$ cat config.mk
export PLATFORM = sky130hd
export DESIGN_NAME = flag_ctrl
export DESIGN_NICKNAME = d
export VERILOG_FILES = /design/src/rtl/flag_ctrl.sv
export SDC_FILE = /design/constraint.sdc
export NUM_CORES = 1
export LEC_CHECK = 0
export CAP_MARGIN = 10
export CORE_MARGIN = 2
export CORE_UTILIZATION = 45
export DETAILED_ROUTE_END_ITERATION = 7
export GPL_TIMING_DRIVEN = 0
export MAX_ROUTING_LAYER = met4
export PLACE_DENSITY = 0.93
export SLEW_MARGIN = 25
export SYNTH_ARGS = -nofsm -noshare
export SYNTH_HDL_FRONTEND = slang
export SYNTH_SLANG_ARGS = --single-unit
$ cat constraint.sdc
create_clock -name clk -period 5 [get_ports clk]
set_input_delay 1 -clock clk [delete_from_list [all_inputs] [get_ports clk]]
set_output_delay 1 -clock clk [all_outputs]
set_load 0.005 [all_outputs]
$ cat src/rtl/flag_ctrl.sv
// Z/V/N flag-write and branch-condition controller for the five-stage pipeline.
// Define FLAG_FWD_EN to forward EX ALU flags to ID branches instead of stalling.
module flag_ctrl #(
    parameter int unsigned CNT_W = 16
) (
    input  logic             clk,
    input  logic             rst_n,
    input  logic             id_valid,
    input  logic [3:0]       id_opcode,
    input  logic [2:0]       id_ccc,
    input  logic             flush,
    input  logic             stall_in,
    input  logic             alu_z,
    input  logic             alu_v,
    input  logic             alu_n,
    input  logic             flag_z,
    input  logic             flag_v,
    input  logic             flag_n,
    output logic             z_en,
    output logic             v_en,
    output logic             n_en,
    output logic             z_d,
    output logic             v_d,
    output logic             n_d,
    output logic             br_valid,
    output logic             br_taken,
    output logic             flag_stall,
    output logic [CNT_W-1:0] stall_cnt
);

    localparam logic [3:0] OP_ADD = 4'b0000;
    localparam logic [3:0] OP_SUB = 4'b0001;
    localparam logic [3:0] OP_XOR = 4'b0010;
    localparam logic [3:0] OP_SLL = 4'b0100;
    localparam logic [3:0] OP_SRA = 4'b0101;
    localparam logic [3:0] OP_ROR = 4'b0110;
    localparam logic [3:0] OP_B   = 4'b1100;
    localparam logic [3:0] OP_BR  = 4'b1101;

    // Flag vectors are ordered {Z,V,N} throughout.
    logic [2:0]       id_mask;
    logic             id_branch;
    logic             ex_valid_q, ex_valid_d;
    logic [2:0]       ex_mask_q, ex_mask_d;
    logic [2:0]       wr_en;
    logic [2:0]       eff;
    logic             stall_raw;
    logic             cond;
    logic [CNT_W-1:0] cnt_q, cnt_d;

    always_comb begin
        id_mask = '0;
        case (id_opcode)
            OP_ADD, OP_SUB:                 id_mask = 3'b111;
            OP_XOR, OP_SLL, OP_SRA, OP_ROR: id_mask = 3'b100;
            default:                        id_mask = '0;
        endcase
    end

    assign id_branch = (id_opcode == OP_B) || (id_opcode == OP_BR);

    assign wr_en = {3{ex_valid_q & ~stall_in}} & ex_mask_q;
    assign z_en  = wr_en[2];
    assign v_en  = wr_en[1];
    assign n_en  = wr_en[0];
    assign z_d   = alu_z;
    assign v_d   = alu_v;
    assign n_d   = alu_n;

`ifdef FLAG_FWD_EN
    always_comb begin
        eff       = (wr_en & {alu_z, alu_v, alu_n}) | (~wr_en & {flag_z, flag_v, flag_n});
        stall_raw = 1'b0;
    end
`else
    logic [2:0] need;
    logic       hazard;

    always_comb begin
        need = 3'b101;
        case (id_ccc)
            3'b110:  need = 3'b010;
            3'b111:  need = 3'b000;
            default: need = 3'b101;
        endcase
    end

    assign hazard = id_valid & id_branch & ex_valid_q & (|(need & ex_mask_q));

    // Flush squashes the branch, so it must also cancel the stall it would cause.
    always_comb begin
        eff       = {flag_z, flag_v, flag_n};
        stall_raw = hazard & ~flush;
    end
`endif

    always_comb begin
        cond = 1'b0;
        case (id_ccc)
            3'b000:  cond = ~eff[2];
            3'b001:  cond = eff[2];
            3'b010:  cond = ~eff[2] & ~eff[0];
            3'b011:  cond = eff[0];
            3'b100:  cond = eff[2] | ~eff[0];
            3'b101:  cond = eff[0] | eff[2];
            3'b110:  cond = eff[1];
            default: cond = 1'b1;
        endcase
    end

    assign flag_stall = rst_n & stall_raw;
    assign br_valid   = rst_n & id_valid & id_branch & ~flush & ~flag_stall;
    assign br_taken   = rst_n & cond;

    always_comb begin
        ex_valid_d = id_valid & ~flush & ~flag_stall;
        ex_mask_d  = ex_valid_d ? id_mask : '0;
    end

    always_ff @(posedge clk or negedge rst_n) begin
        if (!rst_n) begin
            ex_valid_q <= 1'b0;
            ex_mask_q  <= '0;
        end else if (!stall_in) begin
            ex_valid_q <= ex_valid_d;
            ex_mask_q  <= ex_mask_d;
        end
    end

    always_comb begin
        cnt_d = cnt_q;
        if (flag_stall && !stall_in && !(&cnt_q)) begin
            cnt_d = cnt_q + CNT_W'(1);
        end
    end

    always_ff @(posedge clk or negedge rst_n) begin
        if (!rst_n) begin
            cnt_q <= '0;
        end else begin
            cnt_q <= cnt_d;
        end
    end

    assign stall_cnt = cnt_q;

endmodule

# --- Word level (Yosys, flattened, before mapping) ---
# Index checks and enable logic that the tools add are counted.
classes:
  n_reduce_logical: 11
  add_sub_neg: 1
  eq_ne: 14
  bitwise: 23
  muxes: 4
op_table:
  columns: ["operator", "count"]
  rows:
  - ["$add A16 B1 Y16 const B", 1]
  - ["$reduce_and A16 Y1", 1]
  - ["$and A1 B1 Y1", 14]
  - ["$eq A3 B3 Y1 const B", 4]
  - ["$eq A4 B3 Y1 const B", 3]
  - ["$pmux W3 S2", 2]
  - ["$eq A4 B4 Y1 const B", 2]
  - ["$pmux W1 S7", 1]
  - ["$and A3 B3 Y3", 2]
  - ["$eq A3 B2 Y1 const B", 2]
  - ["$not A1 Y1", 5]
  - ["$eq A4 B1 Y1 const B", 1]
  - ["$eq A4 B2 Y1 const B", 1]
  - ["$logic_not A4 Y1", 1]
  - ["$reduce_or A4 Y1", 1]
  - ["$eq A3 B1 Y1 const B", 1]
  - ["$logic_not A3 Y1", 1]
  - ["$mux W3", 1]
  - ["$reduce_or A3 Y1", 1]
  - ["$logic_and A1 B1 Y1", 2]
  - ["$logic_not A1 Y1", 2]
  - ["$or A1 B1 Y1", 2]
  - ["$reduce_or A2 Y1", 1]
  - ["$logic_or A1 B1 Y1", 1]
word_totals:
  ff_bits: 20
  word_cells: 56
  output_inout_bits: 25
  in_bits: 18

# --- Logic depth before layout (Yosys ltp) ---
logic_depth:
  depth_word: 10
  depth_mapped: 7
  mapped_depth_nobuf: 6

# --- Least setup slack after synthesis ---
# No wires, ideal clock.
synth_timing:
  path_type: "in2out"
  startpoint: "in id_opcode[1]"
  endpoint: "out br_valid"
  cell_stages: 4
  required_time_ns: 4.000
  path_buffers: 0
  arrival_ns: 1.814
  setup_slack_ns: 2.186
  path_cell_list: "and4b_2 -> nand2_1 -> nor3b_1 -> nor2_1"
synth_via:
  elab_chain_len: 9
  word_cells_on_any_way: 12
  classes_between: "2 x eq/ne; 9 x bitwise; 1 x reduce/logical"
synth_lines:
  columns: ["element", "line", "source"]
  rows:
  - ["from (decl)", "9", "input logic [3:0] id_opcode,"]
  - ["$eq A4 B4 Y1", "60", "assign id_branch = (id_opcode == OP_B) || (id_opcode == OP_BR);"]
  - ["$logic_or A1 B1 Y1 *", "60", null]
  - ["$and A1 B1 Y1 * (3 in a row)", "88", "assign hazard = id_valid & id_branch & ex_valid_q & (|(need & ex_mask_q));"]
  - ["$and A1 B1 Y1 *", "93", "stall_raw = hazard & ~flush;"]
  - ["$and A1 B1 Y1 *", "111", "assign flag_stall = rst_n & stall_raw;"]
  - ["named net flag_stall", "27", "output logic flag_stall,"]
  - ["$not A1 Y1 *", "112", "assign br_valid = rst_n & id_valid & id_branch & ~flush & ~flag_stall;"]
  - ["$and A1 B1 Y1 *", "112", null]
  - ["to (decl)", "25", "output logic br_valid,"]
# The timed path passes the listed nets; every way through them passes the cells marked *.

# --- Worst setup path after layout ---
layout_timing:
  startpoint: "in rst_n"
  endpoint: "out flag_stall"
layout_via:
  elab_chain_len: 1
layout_lines:
  columns: ["element", "line", "source"]
  rows:
  - ["from (decl)", "7", "input logic rst_n,"]
  - ["$and A1 B1 Y1", "111", null]
  - ["to (decl)", "27", null]
# No other way between the ends.

==> impl_metrics.env <==
export IMPL_tritoncts="done"
export IMPL_die_h_um=53.9
export IMPL_hold_viol=0
export IMPL_r2r_start="stall_cnt[0]$_DFFE_PN0P_"
export IMPL_synth_nets=122
export IMPL_port_buffers=39
export IMPL_worst_hold_path_num_cells=1
export IMPL_setup_tns_ns=0
export IMPL_worstMarginPinSlew_ns=0.904
export IMPL_ff2ff_path_depth=7
export IMPL_die_x_um=53.9
export IMPL_start_util_pct=46.4
export IMPL_routedWlPerCell_um=14.6
export IMPL_grt_pass1_wl_mm=4.12
export IMPL_cts_root_buf="clkbuf_4"
export IMPL_htreeDepth=1
export IMPL_skew_ns=0.00267
export IMPL_vias_per_cell=5.48
export IMPL_ys_seq_area_share_pct=42.5
export IMPL_gp_congestion=0.735
export IMPL_timing_fmax_ghz=0.222
export IMPL_ys_async_sr_fraction_pct=100
export IMPL_firstDrtPassIters=4
export IMPL_antenna_left=0
export IMPL_track_usage_pct=20.4
export IMPL_start_kind="input port"
export IMPL_min_to="stall_cnt[10]$_DFFE_PN0P_"
export IMPL_cap_violations=0
export IMPL_num_vias=964
export IMPL_netlist_top_cells_area="dfrtp_1 43%, xnor2_1 9.4%, nand3_1 2.7%, buf_4 2.7%, nand2_1 2.7%"
export IMPL_yosysMostFrequentCell="dfrtp_1"
export IMPL_drive_above_1_share_pct=17.1
export IMPL_r2r_end="stall_cnt[11]$_DFFE_PN0P_"
export IMPL_run_status="finished clean"
export IMPL_synthFlopType="dfrtp_1"
export IMPL_cts_buffers=3
export IMPL_end_kind="primary output"
export IMPL_yosys_top_cells_count="19 x dfrtp_1, 12 x xnor2_1, 8 x nand2_1"
export IMPL_yosysWarnings=0
export IMPL_synth_cell_area_sq_um=1120
export IMPL_coreArea_sq_um=2410
export IMPL_synth_edff_count=0
export IMPL_cts_hold_buf=0
export IMPL_fin_crit_sh_pct=90.1
export IMPL_synthToLayoutAreaGrowth_pct=40.7
export IMPL_grt_antenna_before_repair=0
export IMPL_totalWireLength_mm=2.57
export IMPL_worst_skew_pair_late_latency_ns=0.30
export IMPL_synth_seq_cells=19
export IMPL_multiInputGateArea_sq_um=598
export IMPL_setup_violations=0
export IMPL_crit_arrival_ns=3.50
export IMPL_slew_violations=0
export IMPL_grt_overflow_total=0
export IMPL_syn_avg_cell_area_sq_um=10.9
export IMPL_synthCells=103
export IMPL_vdd_drop_max_mv=0.160
export IMPL_antennaDiodeCount=0
export IMPL_die_area_sq_um=2900
export IMPL_finish_net_count=166
export IMPL_grt_max_degree=22
export IMPL_whs_ns=0.509
export IMPL_drt_iter0_drc=4
export IMPL_crit_type="in2out"
export IMPL_drc=0
export IMPL_cts_sinks=19
export IMPL_seq_area_sq_um=475
export IMPL_grt_setup_unrepaired="false"
export IMPL_crit_fanout=21
export IMPL_grt_pass1_vias=953
export IMPL_std_cell_rows=18
export IMPL_power_density_nw_per_um2=170
export IMPL_ys_types=43
export IMPL_fin_crit_ns=4.50
export IMPL_p_leak_nw=0.636
export IMPL_min_path_type="reg2reg"
export IMPL_synth_top_area_share_pct=42.5
export IMPL_relSlewSlack_pct=39.5
export IMPL_num_io_pins=43
export IMPL_cp_required_ns=4.00
export IMPL_worstHoldStart="stall_cnt[10]$_DFFE_PN0P_"
export IMPL_clock_path_buffers=2
export IMPL_dp_final_hpwl_mm=1.96
export IMPL_cts_setup_buffers=0
export IMPL_path_clk_slew_ns=0.10
export IMPL_fillCellCount=208
export IMPL_synth_area_leader_cell="dfrtp_1"
export IMPL_cts_repair_resized=0
export IMPL_r2r_setup_slack_ns=3.08
## per-layer routing
metal	share of wire (%)	vias up	track usage [%]
met4	1.1	0	7.26
li1	-	465	-
met3	8.0	3	2.78
met2	51	36	36.8
met1	40	460	22.7
met5	0	-	-
## placed cells by master (no fill, tap or decap), types with 2 or more instances in the layout
cell	n
and4_1	2
nand2b_1	3
xnor2_1	12
o311a_1	2
a211oi_1	2
and2b_2	2
nand2_1	8
nand3_2	2
clkdlybuf4s50_1	39
nor2_1	5
dfrtp_1	19
nand3_1	6
clkbuf_4	3
and3_2	2
buf_4	4
o21ai_0	2
nand4_1	3
a21oi_1	2
## critical path: stages
cell	delay, ns
clkdlybuf4s50_1	1.06
and4b_2	0.40
nand2_1	0.12
nor3b_1	0.34
clkdlybuf4s50_1	0.58
## cells by family (layout without fill, tap and decap cells)
group	count (synthesis)	count (layout)	synth area share [%]
and+or+nand+nor	47	47	27.2
DFF	19	19	42.5
AOI/OAI and AO/OA	16	16	14.0
xor gates and xnor gates	13	13	10.2
buffers and inverters	6	49	4.03
adders and majority gates	1	1	1.12
muxes	1	1	1.01
## where the power goes
group / switching (mW) / internal [mW] / total [mW]
Sequential: 0.00132 / 0.155 / 0.156
Combinational: 0.0139 / 0.0205 / 0.0344
Clock: 0.0475 / 0.0299 / 0.0774
Total: 0.0628 / 0.205 / 0.268
## worst max path at each step
stage	to	slack (ns)	from
final	flag_stall	0.50	rst_n
after global routing	flag_stall	0.27	rst_n
after CTS	flag_stall	0.43	rst_n
after detailed placement	flag_stall	0.46	rst_n
after global placement	flag_stall	0.49	rst_n
after floorplan	br_valid	2.19	id_opcode[1]
## metrics by stage
stage               setup slack [ns]  std cells  util, %  power [mW]  cell area, sq um
floorplan                       2.19        103        -       0.170              1120
global placement               0.491        172     64.2       0.192              1550
detailed placement             0.458        172     64.2       0.193              1550
CTS                            0.432        176     65.3       0.269              1570
global route                   0.265        176     65.3       0.281              1570
finish                         0.497        176     65.3       0.268              1570
## area by class of cell
cell class	count	share of cell area, %
clock buffer	3	1.43
clock inverter	1	0.318
tap	30	2.38
timing repair buffer	39	24.8
sequential	19	30.2
inverter	1	0.238
buffer	5	2.62
multi-input combinational	78	38.0
## registers in the layout, summed over array words and instances (netlist names)
signal / cells
ex_mask_q: 2
ex_valid_q: 1
stall_cnt: 16
No activity file was read; power rests on OpenSTA's default activity.
